## src/rtl/vfpu_stream_sequencer.sv

```systemverilog
// vfpu_stream_sequencer
//   Sequences one vector FPU job inside the HWPE. A start pulse from the
//   control slave kicks the operand source streams and the result sink stream.
//   The block then joins the two operand streams and issues operand pairs to
//   the FPU, with at most MAX_INFLIGHT pairs outstanding. It counts issued and
//   retired elements, waits for the sink done flag and pulses done_o.
//
// Optional feature (macro VFPU_SEQ_TIMEOUT_EN):
//   A watchdog aborts a job that makes no progress for TIMEOUT_CYCLES cycles
//   in RUN or WAIT_SINK. It sets error_o and finishes the job through DONE.
//   With the macro undefined there is no watchdog.
//
// Ports:
//   clk_i, rst_i         clock, synchronous active-high reset
//   clear_i              soft clear, same effect as reset
//   start_i              job start pulse
//   trans_size_i         element count, sampled together with start_i
//   src_req_start_o      req_start pulse to both operand sources
//   sink_req_start_o     req_start pulse to the result sink
//   opa_valid_i          operand A valid
//   opb_valid_i          operand B valid
//   op_ready_o           common ready to both operand streams
//   fpu_valid_o          issue valid to the FPU
//   fpu_ready_i          FPU ready
//   res_valid_i          result valid, FPU to sink
//   res_ready_i          sink ready
//   sink_done_i          sink stream done flag
//   busy_o               high whenever the FSM is not IDLE
//   done_o               one-cycle job done pulse
//   issued_cnt_o         pairs issued in the current job
//   retired_cnt_o        results accepted by the sink in the current job
//   error_o              sticky error flag
//   state_dbg_o          current FSM state, for debug and checkers
//
// Handshake: a transfer happens on a cycle where valid and ready are both high.
// Valid never waits for ready. Here op_ready_o is derived from fpu_valid_o and
// fpu_ready_i, so an operand pair moves only when the FPU accepts it.

module vfpu_stream_sequencer #(
  parameter int CNT_WIDTH      = 32,
  parameter int MAX_INFLIGHT   = 4,
  parameter int TIMEOUT_CYCLES = 1024
) (
  input  logic                 clk_i,
  input  logic                 rst_i,
  input  logic                 clear_i,
  input  logic                 start_i,
  input  logic [CNT_WIDTH-1:0] trans_size_i,
  output logic                 src_req_start_o,
  output logic                 sink_req_start_o,
  input  logic                 opa_valid_i,
  input  logic                 opb_valid_i,
  output logic                 op_ready_o,
  output logic                 fpu_valid_o,
  input  logic                 fpu_ready_i,
  input  logic                 res_valid_i,
  input  logic                 res_ready_i,
  input  logic                 sink_done_i,
  output logic                 busy_o,
  output logic                 done_o,
  output logic [CNT_WIDTH-1:0] issued_cnt_o,
  output logic [CNT_WIDTH-1:0] retired_cnt_o,
  output logic                 error_o,
  output logic [2:0]           state_dbg_o
);

  typedef enum logic [2:0] {
    S_IDLE      = 3'd0,
    S_START     = 3'd1,
    S_RUN       = 3'd2,
    S_WAIT_SINK = 3'd3,
    S_DONE      = 3'd4
  } state_t;

  if (MAX_INFLIGHT < 1 || TIMEOUT_CYCLES < 1) begin : g_bad_param
    $error("vfpu_stream_sequencer: MAX_INFLIGHT and TIMEOUT_CYCLES must be >= 1");
  end

  state_t               r_state;
  logic [CNT_WIDTH-1:0] r_size;
  logic [CNT_WIDTH-1:0] r_issued;
  logic [CNT_WIDTH-1:0] r_retired;
  logic                 r_src_req;
  logic                 r_sink_req;
  logic                 r_busy;
  logic                 r_done;
  logic                 r_error;

  logic [CNT_WIDTH-1:0] w_inflight;
  logic                 w_credit_ok;
  logic                 w_run;
  logic                 w_fpu_valid;
  logic                 w_issue;
  logic                 w_retire;

  // Credit and issue decisions use the registered counters, so a slot freed
  // by a retire only becomes usable in the following cycle.
  assign w_inflight  = r_issued - r_retired;
  assign w_credit_ok = w_inflight < CNT_WIDTH'(MAX_INFLIGHT);
  assign w_run       = (r_state == S_RUN);
  assign w_fpu_valid = w_run & opa_valid_i & opb_valid_i & w_credit_ok & (r_issued < r_size);
  assign w_issue     = w_fpu_valid & fpu_ready_i;
  assign w_retire    = w_run & res_valid_i & res_ready_i;

`ifdef VFPU_SEQ_TIMEOUT_EN
  logic [31:0] r_wd;
  logic        w_progress;
  assign w_progress = w_issue | w_retire | sink_done_i;
`endif

  always_ff @(posedge clk_i) begin
    if (rst_i || clear_i) begin
      r_state    <= S_IDLE;
      r_size     <= '0;
      r_issued   <= '0;
      r_retired  <= '0;
      r_src_req  <= 1'b0;
      r_sink_req <= 1'b0;
      r_busy     <= 1'b0;
      r_done     <= 1'b0;
      r_error    <= 1'b0;
`ifdef VFPU_SEQ_TIMEOUT_EN
      r_wd       <= '0;
`endif
    end else begin
      r_src_req  <= 1'b0;
      r_sink_req <= 1'b0;
      r_done     <= 1'b0;
      case (r_state)
        S_IDLE: begin
          if (start_i) begin
            r_busy <= 1'b1;
            if (trans_size_i != '0) begin
              // Counters and the error flag are cleared on the way into
              // START so they already read zero during the req_start cycle.
              r_size     <= trans_size_i;
              r_issued   <= '0;
              r_retired  <= '0;
              r_error    <= 1'b0;
              r_src_req  <= 1'b1;
              r_sink_req <= 1'b1;
              r_state    <= S_START;
            end else begin
              r_done  <= 1'b1;
              r_state <= S_DONE;
            end
          end
        end
        S_START: begin
          r_state <= S_RUN;
        end
        S_RUN: begin
          if (w_issue) r_issued <= r_issued + 1'b1;
          if (w_retire) begin
            // A result with nothing in flight is bogus: flag it, do not count it.
            if (r_retired == r_issued) r_error   <= 1'b1;
            else                       r_retired <= r_retired + 1'b1;
          end
          if (sink_done_i && (r_retired != r_size)) r_error <= 1'b1;
          if ((r_issued == r_size) && (r_retired == r_size)) r_state <= S_WAIT_SINK;
        end
        S_WAIT_SINK: begin
          if (sink_done_i) begin
            r_done  <= 1'b1;
            r_state <= S_DONE;
          end
        end
        S_DONE: begin
          r_busy  <= 1'b0;
          r_state <= S_IDLE;
        end
        default: begin
          r_busy  <= 1'b0;
          r_state <= S_IDLE;
        end
      endcase
`ifdef VFPU_SEQ_TIMEOUT_EN
      // Placed after the case so a timeout overrides the normal transition.
      if ((r_state == S_RUN) || (r_state == S_WAIT_SINK)) begin
        if (w_progress) begin
          r_wd <= '0;
        end else if (r_wd == 32'(TIMEOUT_CYCLES - 1)) begin
          r_wd    <= '0;
          r_error <= 1'b1;
          r_done  <= 1'b1;
          r_state <= S_DONE;
        end else begin
          r_wd <= r_wd + 1'b1;
        end
      end else begin
        r_wd <= '0;
      end
`endif
    end
  end

  assign src_req_start_o  = r_src_req;
  assign sink_req_start_o = r_sink_req;
  assign fpu_valid_o      = w_fpu_valid;
  assign op_ready_o       = w_issue;
  assign busy_o           = r_busy;
  assign done_o           = r_done;
  assign issued_cnt_o     = r_issued;
  assign retired_cnt_o    = r_retired;
  assign error_o          = r_error;
  assign state_dbg_o      = r_state;

endmodule

```

## config.mk

```make
export PLATFORM = sky130hd
export DESIGN_NAME = vfpu_stream_sequencer
export DESIGN_NICKNAME = d
export VERILOG_FILES = /design/src/rtl/vfpu_stream_sequencer.sv
export SDC_FILE = /design/constraint.sdc
export NUM_CORES = 1
export LEC_CHECK = 0
export CORE_UTILIZATION = 33
export CTS_CLUSTER_DIAMETER = 120
export DETAILED_ROUTE_END_ITERATION = 8
export GPL_ROUTABILITY_DRIVEN = 1
export PLACE_DENSITY_LB_ADDON = 0.15
export SLEW_MARGIN = 30
export SYNTH_ARGS = -nofsm -noshare
export SYNTH_HDL_FRONTEND = slang
export SYNTH_SLANG_ARGS = --single-unit
```

## constraint.sdc

```tcl
create_clock -name clk_i -period 3.8 [get_ports clk_i]
set_input_delay 1.14 -clock clk_i [delete_from_list [all_inputs] [get_ports clk_i]]
set_output_delay 1.14 -clock clk_i [all_outputs]
set_load 0.02 [all_outputs]
```

* Word-level counts from Yosys, hierarchy flattened
Index checks and enable logic that the tools add are counted.
** Word-level totals
- Register bits after elaboration :: 103
- Word-level logic and storage cells :: 78
- Output and inout port bits :: 74
** Operators by class
- Eq/ne operators :: 16
- Order comparisons :: 2
- Multiplexer cells :: 25
- Bitwise gates (word level) :: 10
- Reductions and logical operators :: 14
- Add/subtract/negate cells :: 3
** Operators with widths (count)
- $mux W32 :: 5
- $pmux W32 S2 :: 2
- $eq A32 B32 Y1 :: 3
- $add A32 B1 Y32 const B :: 2
- $lt A32 B3 Y1 const B :: 1
- $lt A32 B32 Y1 :: 1
- $ne A32 B32 Y1 :: 1
- $reduce_bool A32 Y1 :: 1
- $sub A32 B32 Y32 :: 1
- $mux W3 :: 4
- $pmux W3 S4 :: 1
- $mux W1 :: 10
- $ne A2 B2 Y1 const B :: 5
- $reduce_and A5 Y1 :: 2
- $and A1 B1 Y1 :: 7
- $eq A3 B2 Y1 const B :: 2
- $ne A3 B1 Y1 const B :: 2
- $pmux W1 S2 :: 3
- $reduce_and A3 Y1 :: 2
- $reduce_or A3 Y1 :: 2
- $ne A2 B1 Y1 const B :: 2
- $reduce_and A4 Y1 :: 1
- $eq A3 B1 Y1 const B :: 1
- $logic_not A3 Y1 :: 1
- 5 further kinds :: 8

* Logic depth before layout (Yosys ltp)
Gate-level depths: netlist of run 1.
- Depth after elaboration :: 8
- Mapped depth :: 15

* Worst setup path before layout of run 1
Ideal clock, no wire load.
- Path kind :: register -> output
- From :: reg r_retired[20], in the netlist retired_cnt_o[20]
- To :: out op_ready_o
- Required time :: 2.660 ns
- Arrival time :: 3.682 ns
- Cell stages (with the launch flop) :: 13
- Slack :: -1.022 ns
- Path buffers :: 1
- Cells stage by stage :: dfxtp_1 inv_1 ha_1 clkbuf_1 a211o_1 a21o_1 o2bb2ai_1 or4_1 nor3_1 o22a_1 nand4_1 nor4_1 and2_1
** Between the ends
- Longest elaborated chain between the ends :: 5
** Ends and longest elaborated chain
- start, declared :: RTL line 82 : logic [CNT_WIDTH-1:0] r_retired;
- start signal, assigned :: RTL line 157 : else r_retired <= r_retired + 1'b1;
- $sub A32 B32 Y32 :: RTL line 98 : assign w_inflight = r_issued - r_retired;
- $lt A32 B3 Y1 :: RTL line 99 : assign w_credit_ok = w_inflight < CNT_WIDTH'(MAX_INFLIGHT);
- $and A1 B1 Y1 (2 in a row) :: RTL line 101 : assign w_fpu_valid = w_run & opa_valid_i & opb_valid_i & w_credit_ok & (r_issued < r_size);
- via fpu_valid_o :: RTL line 54 : output logic fpu_valid_o,
- $and A1 B1 Y1 :: RTL line 102 : assign w_issue = w_fpu_valid & fpu_ready_i;
- end, declared :: RTL line 53 : output logic op_ready_o,
The timed path passes the listed nets, and every way through them passes these cells.

* Worst setup path in the final report of run 1
- From :: reg r_issued[1], in the netlist issued_cnt_o[1]
- To :: out op_ready_o
** Between the ends
- Longest elaborated chain between the ends :: 5
** Ends and longest elaborated chain
- start, declared :: RTL line 81 : logic [CNT_WIDTH-1:0] r_issued;
- start signal, assigned :: RTL line 153 : if (w_issue) r_issued <= r_issued + 1'b1;
- $sub A32 B32 Y32 :: RTL line 98
- $lt A32 B3 Y1 :: RTL line 99
- $and A1 B1 Y1 :: RTL line 101
- $and A1 B1 Y1 (*) :: RTL line 101
- $and A1 B1 Y1 (*) :: RTL line 102
Every way passes the cells marked *; elsewhere a longest branch is shown, timed or not.

==> flow_summary_export.csv, run 1 <==
group,metric,value,unit
worst_setup_path,r2r_slack,-0.16,ns
grt,grt_usage,27.43,%
pwr,leakagePower,5.769,nW
final_layout,layout_common_cells,"377 x buf_4, 153 x nand2_1, 111 x clkdlybuf4s50_1, 85 x a21oi_1, 70 x nor2_1",
timing,max_freq,217.0,MHz
worst_setup_path,cp-start-kind,"register",
worst_setup_path,critical_path_class,"register to output port",
worst_setup_path,critPathLaunch,"issued_cnt_o[1]$_SDFFE_PP0P_",
timing,period_minus_slack,4.609,ns
timing,fin_tns_setup,-2.862,ns
floorplan,core_area,24600,um2
cts,cts_buffers,9,
timing,slew_viol_final,0,
worst_setup_path,crit_end,"op_ready_o",
logic_synthesis,yosysWarnings,0,
cts,cts_tree,"done",
final_layout,layout_commonest_cell,"buf_4",
logic_synthesis,synthArstFlopShare,0,%
floorplan,die_w,161.3,um
logic_synthesis,synth_enable_flop_cells,0,
worst_setup_path,r2r_start,"issued_cnt_o[1]$_SDFFE_PP0P_",
routing,first_iter_violations,690,
timing,tightest_slew,0.6974,ns
timing,hold_viol_final,0,
routing,drc,0,
logic_synthesis,yosysUniqueCellTypes,74,
timing,finalCritPeriodShare,121.3,%
floorplan,die_y,161.3,um
grt,grt_max_degree,46,
worst_setup_path,crit_path_max_fanout,6,
logic_synthesis,netlist.area_leader.share,24.62,%
floorplan,start_util,34.04,%
cts,clk_latency,0.35,ns
place,hpwl,28560,um
grt,grt_pass1_vias,9781,
routing,post_drt_wl_per_cell,18.76,um
worst_setup_path,worst_setup_path_end_kind,"output port",
floorplan,dieArea,26020,um2
worst_setup_path,worstPathArrival,3.47,ns
final_layout,nNetsFinal,1699,
place,portBuffers,115,
cts,cts_max_level,3,
timing,hold_slack,0.4788,ns
final_layout,areaGrowthSynthToFinish,65.04,%
cts,root_buffer,"clkbuf_16",
routing,totalWireLength,36030,um
logic_synthesis,synthCells,1132,
logic_synthesis,synth.ff_latch_count,103,
pwr,peakVddDrop,0.0001896,V
place,gp_congestion,0.9357,
min_path,hold_class,"register to register",
pwr,power.density,185.0,nW/um2
cts,clk_pin_slew,0.08,ns
grt,grt_overflow,0,
timing,setup_viol,20,
grt,grt_pass1_wl,55020,um
routing,firstDrtPassIters,7,
logic_synthesis,synth_nets,1239,
timing,layout_setup_ws,-0.8093,ns
logic_synthesis,ys.flop_type,"dfxtp_1",
logic_synthesis,yosysSeqAreaShare,24.62,%
timing,slew_headroom,53.15,%
logic_synthesis,ys_top_cells_by_area,"dfxtp_1 25%, ha_1 9.7%, nand2_1 6.9%",
worst_setup_path,ff2ff_path_depth,13,
floorplan,ios,116,
logic_synthesis,synth_area_leader_cell,"dfxtp_1",
routing,via_per_inst,5.376,
routing,antenna_violating_nets_post_route,0,
run_status,violations,"setup timing",
floorplan,rows,57,
logic_synthesis,avgSynthCellArea,7.399,um2
timing,rsz0062_at_grt,"yes",
cts,cts.path.max_buffers,2,
cts,cts_hold_buf,0,
worst_setup_path,required,2.66,ns
timing,fin_skew,0.01045,ns
worst_setup_path,rr_endpoint,"issued_cnt_o[15]$_SDFFE_PP0P_",
grt,antenna_found_initial,0,
run,maxCapViolCount,0,
logic_synthesis,syn_area,8376,um2
run_status,status,"finished with violations",
cts,cts.sinks,103,
final_layout,n_antenna_cell,0,
routing,vias,10330,
final_layout,drive_gt1_share,36.51,%
==> where the power goes <==
group,internal [mW],switching [mW],total [mW],leakage (nW)
Sequential,1.09,0.00707,1.09,0.855
Clock,0.550,0.448,0.998,0.157
Combinational,0.231,0.234,0.465,4.76
Total,1.87,0.689,2.56,5.77
==> layer usage <==
layer	part of all wire [%]	global-route usage [%]	vias up	wire length (um)
met5	0	0	-	0
met4	2.3	7.247	0	843
met3	6.5	3.698	47	2334
met2	46	45.04	339	16680
met1	45	37.55	4895	16180
li1	-	-	5046	-
==> cell families after synthesis <==
group	count (synthesis)	share of synthesized area (%)
adder cells (fa/ha/maj)	65	9.710
XOR/XNOR	66	6.902
multiplexers	21	2.540
AO/OA/AOI/OAI	272	21.45
buffers and inverters	129	6.170
flip-flops	103	24.62
AND/OR/NAND/NOR	476	28.61
==> critical path, stage by stage (launching register included) <==
cell,delay [ns]
dfxtp_4,0.37
ha_4,0.24
nor2b_4,0.13
o211a_4,0.25
o211a_4,0.27
buf_6,0.13
o211ai_4,0.31
a211oi_2,0.14
or3_1,0.37
a21oi_2,0.15
o211ai_1,0.14
nor4_4,0.14
buf_4,0.18
and2_4,0.17
buf_6,0.11
==> layout make-up <==
class                   count  area [um2]
fillers                  2345       10780
flip-flops and latches    103        2130
inverters                  72       270.3
repair buffers            506        4200
well taps                 324       405.4
multi-input cells         900        6499
clock buffers              13       292.8
clock inverters             3       26.28
==> synthesized netlist by cell type (4+ instances only) <==
| library cell | count |
|---|---|
| o21a_1 | 15 |
| a311oi_1 | 5 |
| nor4_1 | 21 |
| nand2_1 | 155 |
| a21o_1 | 8 |
| and2_1 | 11 |
| clkbuf_1 | 40 |
| a31oi_1 | 4 |
| or2_2 | 5 |
| inv_1 | 72 |
| or4_1 | 12 |
| nand2b_1 | 6 |
| o21bai_1 | 6 |
| and4_1 | 4 |
| and3_1 | 19 |
| nand4_1 | 41 |
| a211oi_1 | 14 |
| nand4b_1 | 4 |
| o211ai_1 | 14 |
| o31ai_1 | 5 |
| a21oi_1 | 99 |
| xor2_1 | 4 |
| a2111oi_0 | 4 |
| o21ai_0 | 46 |
| nand3_1 | 48 |
| ha_1 | 65 |
| nor2_1 | 72 |
| a211o_1 | 5 |
| o22ai_1 | 5 |
| mux2i_1 | 19 |
| xnor2_1 | 62 |
| nor3_1 | 22 |
| buf_2 | 11 |
| dfxtp_1 | 103 |
| or3_1 | 41 |
==> flip-flops by register name, indices dropped and copies added, names as in the netlist <==
name	count
sink_req_start_o	1
state_dbg_o	3
done_o	1
error_o	1
retired_cnt_o	32
issued_cnt_o	32
busy_o	1
r_size	32
==> metrics by stage <==
step	setup WS, ns	power, mW	cells	util (%)	instance area (um2)
final	-0.8093	2.557	1921	56.18	13820
after global routing	-0.9356	2.652	1921	56.18	13820
after CTS	-0.8093	2.539	1910	54.41	13390
after detailed placement	-1.598	1.525	1872	50.97	12540
after global placement	-1.519	1.525	1872	50.97	12540
after floorplan	-0.2585	1.307	1132	-	8529
==> what timing repair did <==
| item | in CTS | in global routing |
|---|---|---|
| cloned | 3 | 0 |
| pin swaps | 43 | 31 |
| setup buffers | 27 | 13 |
| endpoints found under the setup margin | 43 | 50 |
| resized for setup | 89 | 73 |
==> worst min-delay path by stage <==
stage | startpoint | end | slack, ns | cells after the start
after detailed placement | error_o$_SDFFE_PP0P_ | error_o$_SDFFE_PP0P_ | 0.47 | 2
after CTS | error_o$_SDFFE_PP0P_ | error_o$_SDFFE_PP0P_ | 0.49 | 2
after floorplan | r_size[10]$_SDFFE_PP0P_ | r_size[10]$_SDFFE_PP0P_ | 0.46 | 2
after global routing | error_o$_SDFFE_PP0P_ | error_o$_SDFFE_PP0P_ | 0.52 | 2
after global placement | error_o$_SDFFE_PP0P_ | error_o$_SDFFE_PP0P_ | 0.47 | 2
final | error_o$_SDFFE_PP0P_ | error_o$_SDFFE_PP0P_ | 0.48 | 2
Power figures use the tool's default switching activity.
==> inputs of run 2 (changes only) <==
- CORE_ASPECT_RATIO: unset -> 1.5
==> flow_summary_export.csv, run 2 (synthesis gave the netlist of run 1 again) <==
group,metric,value,unit
timing,rsz0062_at_grt,"yes",
cts,clk_latency,0.36,ns
worst_setup_path,crit_chain,"inv_4 > ha_4 > nor2b_4 > o211a_4 > o211a_4 > buf_4 > mux2i_2 > a2111oi_4 > nand2_1 > nor4_2 > nand4_1 > nor4_4 > buf_4 > and2_4 > buf_6",
timing,hold_viol_final,0,
timing,finalCritPeriodShare,122.0,%
worst_setup_path,path_buf_inv,4,
routing,antenna_violating_nets_post_route,0,
place,hpwl,29230,um
timing,slew_headroom,36.69,%
worst_setup_path,critPathTopFamily,"simple AND/OR/NAND/NOR gates",
worst_setup_path,cp-start-kind,"register",
grt,antenna_found_initial,0,
routing,first_iter_violations,400,
floorplan,core_area,24960,um2
min_path,hold_class,"register to register",
final_layout,seq_area,2120,um2
place,gp_congestion,0.9801,
timing,setup_viol,2,
floorplan,ios,116,
grt,grt_overflow,0,
timing,tightest_slew,0.9467,ns
cts,cts_buffers,9,
routing,vias,10150,
worst_setup_path,critical_path_class,"register to output port",
floorplan,die_w,132.1,um
worst_setup_path,worstPathArrival,3.50,ns
run_status,violations,"setup timing",
cts,cts_max_level,3,
floorplan,die_y,197.1,um
final_layout,drive_gt1_share,37.12,%
routing,post_drt_wl_per_cell,18.24,um
grt,grt_max_degree,52,
final_layout,layout_common_cells,"401 x buf_4, 153 x nand2_1, 111 x clkdlybuf4s50_1, 86 x a21oi_1",
place,portBuffers,115,
run_status,status,"finished with violations",
worst_setup_path,cpMaxStageDelayCell,"dfxtp_4",
floorplan,dieArea,26030,um2
grt,grt_pass1_vias,10140,
final_layout,nNetsFinal,1721,
worst_setup_path,required,2.66,ns
final_layout,areaGrowthSynthToFinish,66.48,%
cts,cts_hold_buf,0,
run,maxCapViolCount,0,
worst_setup_path,worst_setup_path_end_kind,"output port",
routing,drc,0,
cts,cts.sinks,103,
worst_setup_path,crit_path_max_fanout,3,
pwr,peakVddDrop,0.0002204,V
timing,fin_skew,0.009461,ns
cts,clk_pin_slew,0.06,ns
pwr,p_total,2.534,mW
pwr,power.density,181.7,nW/um2
place,post-place-ws,-1.507,ns
grt,grt_usage,27.13,%
routing,firstDrtPassIters,5,
final_layout,n_antenna_cell,0,
cts,root_buffer,"clkbuf_16",
grt,grt_pass1_wl,54240,um
worst_setup_path,cpPeakStageDelay,0.37,ns
timing,slew_viol_final,0,
timing,period_minus_slack,4.637,ns
cts,cts_tree,"done",
timing,hold_slack,0.4790,ns
final_layout,num-fill-cells,2381,
final_layout,multiInputGateArea,6489,um2
floorplan,rows,71,
routing,totalWireLength,35500,um
pwr,leakagePower,5.797,nW
timing,layout_setup_ws,-0.8375,ns
timing,fin_tns_setup,-1.557,ns
timing,max_freq,215.6,MHz
final_layout,layout_commonest_cell,"buf_4",
routing,via_per_inst,5.211,
floorplan,start_util,33.55,%
cts,cts.path.max_buffers,2,
==> run 2: final timing paths <==
check / cells past startpoint / endpoint / slack (ns) / start
max reg2reg: 14 / issued_cnt_o[22]$_SDFFE_PP0P_ / 0 / retired_cnt_o[1]$_SDFFE_PP0P_
max: 15 / op_ready_o / -0.84 / retired_cnt_o[1]$_SDFFE_PP0P_
min: 2 / error_o$_SDFFE_PP0P_ / 0.48 / error_o$_SDFFE_PP0P_
min reg2reg: 2 / error_o$_SDFFE_PP0P_ / 0.48 / error_o$_SDFFE_PP0P_
==> run 2: stage by stage <==
stage | instances | util [%] | instance area (um2)
after global routing | 1947 | 55.86 | 13940
after detailed placement | 1900 | 51.04 | 12740
final | 1947 | 55.86 | 13940
after CTS | 1929 | 53.77 | 13420
after global placement | 1900 | 51.04 | 12740
after floorplan | 1132 | - | 8529
==> run 2: report_power, final <==
part	internal [mW]	switching (mW)
sequential	1.09	0.00770
clock	0.560	0.430
combinational	0.226	0.221
total	1.87	0.659
==> run 2: final cells by class <==
cell class | count | area share (%)
Inverter | 72 | 1.956
Tap cell | 328 | 2.943
Multi-Input combinational cell | 900 | 46.54
Clock inverter | 3 | 0.1346
Clock buffer | 13 | 2.172
Sequential cell | 103 | 15.20
Timing Repair Buffer | 528 | 31.06
==> run 2: layer usage <==
layer,global-route usage [%],wire (um),share of wire [%]
met1,29.81,14150,40
met2,50.85,18300,52
met4,16.45,2153,6.1
met5,0,0,0
met3,1.694,899,2.5
==> run 2: repair_timing <==
item,in CTS,in global routing
hold endpoints to repair,0,0
setup endpoints to repair,43,44
pin swaps,25,52
setup buffers,14,19
resized for setup,59,89
==> run 2: worst reg2reg max path, cell delays in order (launching register included) <==
cell and delay [ns]:
dfxtp_4 0.37, inv_4 0.04, ha_4 0.21, nor2b_4 0.13, o211a_4 0.24, o211ai_1 0.41
a31oi_2 0.21, buf_4 0.19, o311ai_4 0.22, buf_4 0.17, o22ai_4 0.08, a2111o_2 0.47
or4_4 0.53, or4_4 0.42, nand2_1 0.07
==> inputs of run 3 (changes only) <==
- CORE_ASPECT_RATIO: 1.5 -> 1.1
- SETUP_SLACK_MARGIN: unset -> 0.5
==> flow_summary_export.csv, run 3 (synthesis gave the netlist of run 1 again) <==
group,metric,value,unit
routing,first_iter_violations,489,
routing,vias,10100,
final_layout,nNetsFinal,1686,
worst_setup_path,crit_end,"op_ready_o",
routing,via_per_inst,5.333,
worst_setup_path,ff2ff_path_depth,17,
worst_setup_path,critical_path_class,"register to output port",
floorplan,rows,60,
final_layout,drive_gt1_share,38.19,%
routing,drc,0,
timing,layout_setup_ws,-0.6429,ns
worst_setup_path,path_depth,13,
final_layout,areaGrowthSynthToFinish,70.30,%
timing,slew_viol_final,0,
timing,slew_headroom,58.71,%
cts,cts_hold_buf,0,
timing,tightest_slew,0.6137,ns
worst_setup_path,crit_path_max_fanout,6,
grt,grt_pass1_wl,54080,um
worst_setup_path,crit_chain,"inv_4 > ha_4 > nor2b_4 > o211a_4 > o211a_4 > o211ai_4 > a31oi_4 > or4_4 > nand2_1 > o211ai_1 > nor4_4 > and2_4 > buf_6",
cts,clk_latency,0.36,ns
final_layout,stdcell_count,1894,
worst_setup_path,cpPeakStageDelay,0.43,ns
worst_setup_path,critPathLaunch,"retired_cnt_o[1]$_SDFFE_PP0P_",
pwr,p_total,2.551,mW
final_layout,n_antenna_cell,0,
worst_setup_path,rr_endpoint,"issued_cnt_o[11]$_SDFFE_PP0P_",
floorplan,die_y,169.1,um
floorplan,core_area,24700,um2
timing,max_freq,225.1,MHz
timing,hold_viol_final,0,
place,dp.cells,1838,
worst_setup_path,path_buf_inv,2,
final_layout,layout_common_cells,"343 x buf_4, 151 x nand2_1, 111 x clkdlybuf4s50_1, 79 x a21oi_1, 72 x nor2_1",
routing,antenna_violating_nets_post_route,0,
pwr,leakagePower,5.847,nW
worst_setup_path,cpMaxStageDelayCell,"or4_4",
timing,finalCritPeriodShare,116.9,%
grt,grt_overflow,0,
timing,rsz0062_at_grt,"yes",
place,gp_congestion,0.9190,
worst_setup_path,r2r_start,"retired_cnt_o[1]$_SDFFE_PP0P_",
worst_setup_path,crit_top_cell,"o211a_4",
final_layout,layout_commonest_cell,"buf_4",
grt,grt_pass1_vias,9884,
floorplan,ios,116,
cts,clk_pin_slew,0.08,ns
cts,cts_tree,"done",
min_path,hold_class,"register to register",
floorplan,dieArea,26020,um2
worst_setup_path,worstPathArrival,3.30,ns
worst_setup_path,worst_setup_path_end_kind,"output port",
pwr,power.density,178.9,nW/um2
timing,setup_viol,15,
routing,post_drt_wl_per_cell,18.69,um
grt,grt_usage,27.10,%
grt,antenna_found_initial,1,
worst_setup_path,required,2.66,ns
cts,cts.path.max_buffers,2,
cts,cts.sinks,103,
pwr,peakVddDrop,0.0001893,V
cts,root_buffer,"clkbuf_16",
cts,cts_max_level,3,
routing,totalWireLength,35400,um
worst_setup_path,critPathTopFamily,"compound AO/OA/AOI/OAI gates",
worst_setup_path,cp-start-kind,"register",
routing,firstDrtPassIters,5,
floorplan,die_w,153.9,um
run_status,status,"finished with violations",
floorplan,start_util,33.91,%
timing,period_minus_slack,4.443,ns
cts,cts_buffers,9,
grt,grt_max_degree,52,
run,maxCapViolCount,0,
place,hpwl,28360,um
place,portBuffers,115,
timing,fin_skew,0.01452,ns
worst_setup_path,r2r_slack,-0.13,ns
run_status,violations,"setup timing",
final_layout,num-fill-cells,2275,
min_path,hold_depth,2,
run 3: cell count changes in the layout (fill, tap and decap cells not counted), sizes merged:
cell	previous run	this run
buf	415	380
clkbuf	13	10
clkinv	1	2
dlygate4sd2	0	2
dlymetal6s2s	2	0
inv	73	75
run 3: layer usage:
metal  share of wire, %  track usage [%]
met5                  0                0
met4                2.8            9.957
met3                4.4            2.791
met2                 48            46.46
met1                 45            35.07
run 3: where the power goes:
group / internal, mW / switching [mW]
clock: 0.483 / 0.478
combinational: 0.255 / 0.247
sequential: 1.08 / 0.00892
total: 1.82 / 0.734
run 3: per-stage QoR:
stage	instance area (um2)	utilization (%)	setup TNS (ns)	hold WS, ns	setup WS, ns
2_1_floorplan	8850	-	-0.2262	0.4618	-0.2262
3_3_place_gp	12710	51.46	-25.36	0.5005	-1.295
3_5_place_dp	12710	51.46	-25.03	0.4930	-1.315
4_1_cts	13830	55.98	-1.711	0.5166	-0.7253
5_1_grt	14260	57.75	-4.586	0.5643	-0.7985
6_report	14260	57.75	-2.150	0.5152	-0.6429
run 3: what timing repair did:
action	4_1_cts	5_1_grt
buffers inserted	25	12
cloned	3	0
pin swaps	46	46
setup endpoints to repair	65	58
gates resized for setup	109	73
run 3: cell type report:
type / instances / area, um2 / area share, %
Multi-Input combinational cell: 900 / 6848 / 48.01
Timing Repair Buffer: 493 / 4285 / 30.04
Sequential cell: 103 / 2160 / 15.14
Tap cell: 310 / 387.9 / 2.719
Inverter: 72 / 284.0 / 1.991
Clock buffer: 10 / 239.0 / 1.675
Clock inverter: 6 / 60.06 / 0.4211
run 3: worst min-delay path by stage:
stage	startpoint	endpoint
3_5_place_dp	error_o$_SDFFE_PP0P_	error_o$_SDFFE_PP0P_
2_1_floorplan	r_size[10]$_SDFFE_PP0P_	r_size[10]$_SDFFE_PP0P_
3_3_place_gp	busy_o$_SDFFE_PP0P_	busy_o$_SDFFE_PP0P_
5_1_grt	error_o$_SDFFE_PP0P_	error_o$_SDFFE_PP0P_
4_1_cts	busy_o$_SDFFE_PP0P_	busy_o$_SDFFE_PP0P_
6_report	busy_o$_SDFFE_PP0P_	busy_o$_SDFFE_PP0P_
run 3: worst register-to-register path, cell delays in order, from the launching register on:
cell and delay (ns):
dfxtp_4 0.37, inv_4 0.04, ha_4 0.21, nor2b_4 0.13, o211a_4 0.24, o211ai_1 0.32
buf_4 0.18, nand4b_1 0.11, a311oi_2 0.26, buf_4 0.16, buf_4 0.10, o22ai_2 0.07
a2111o_2 0.57, buf_12 0.18, buf_16 0.13, or3_4 0.33, or3_4 0.33, a21oi_2 0.12
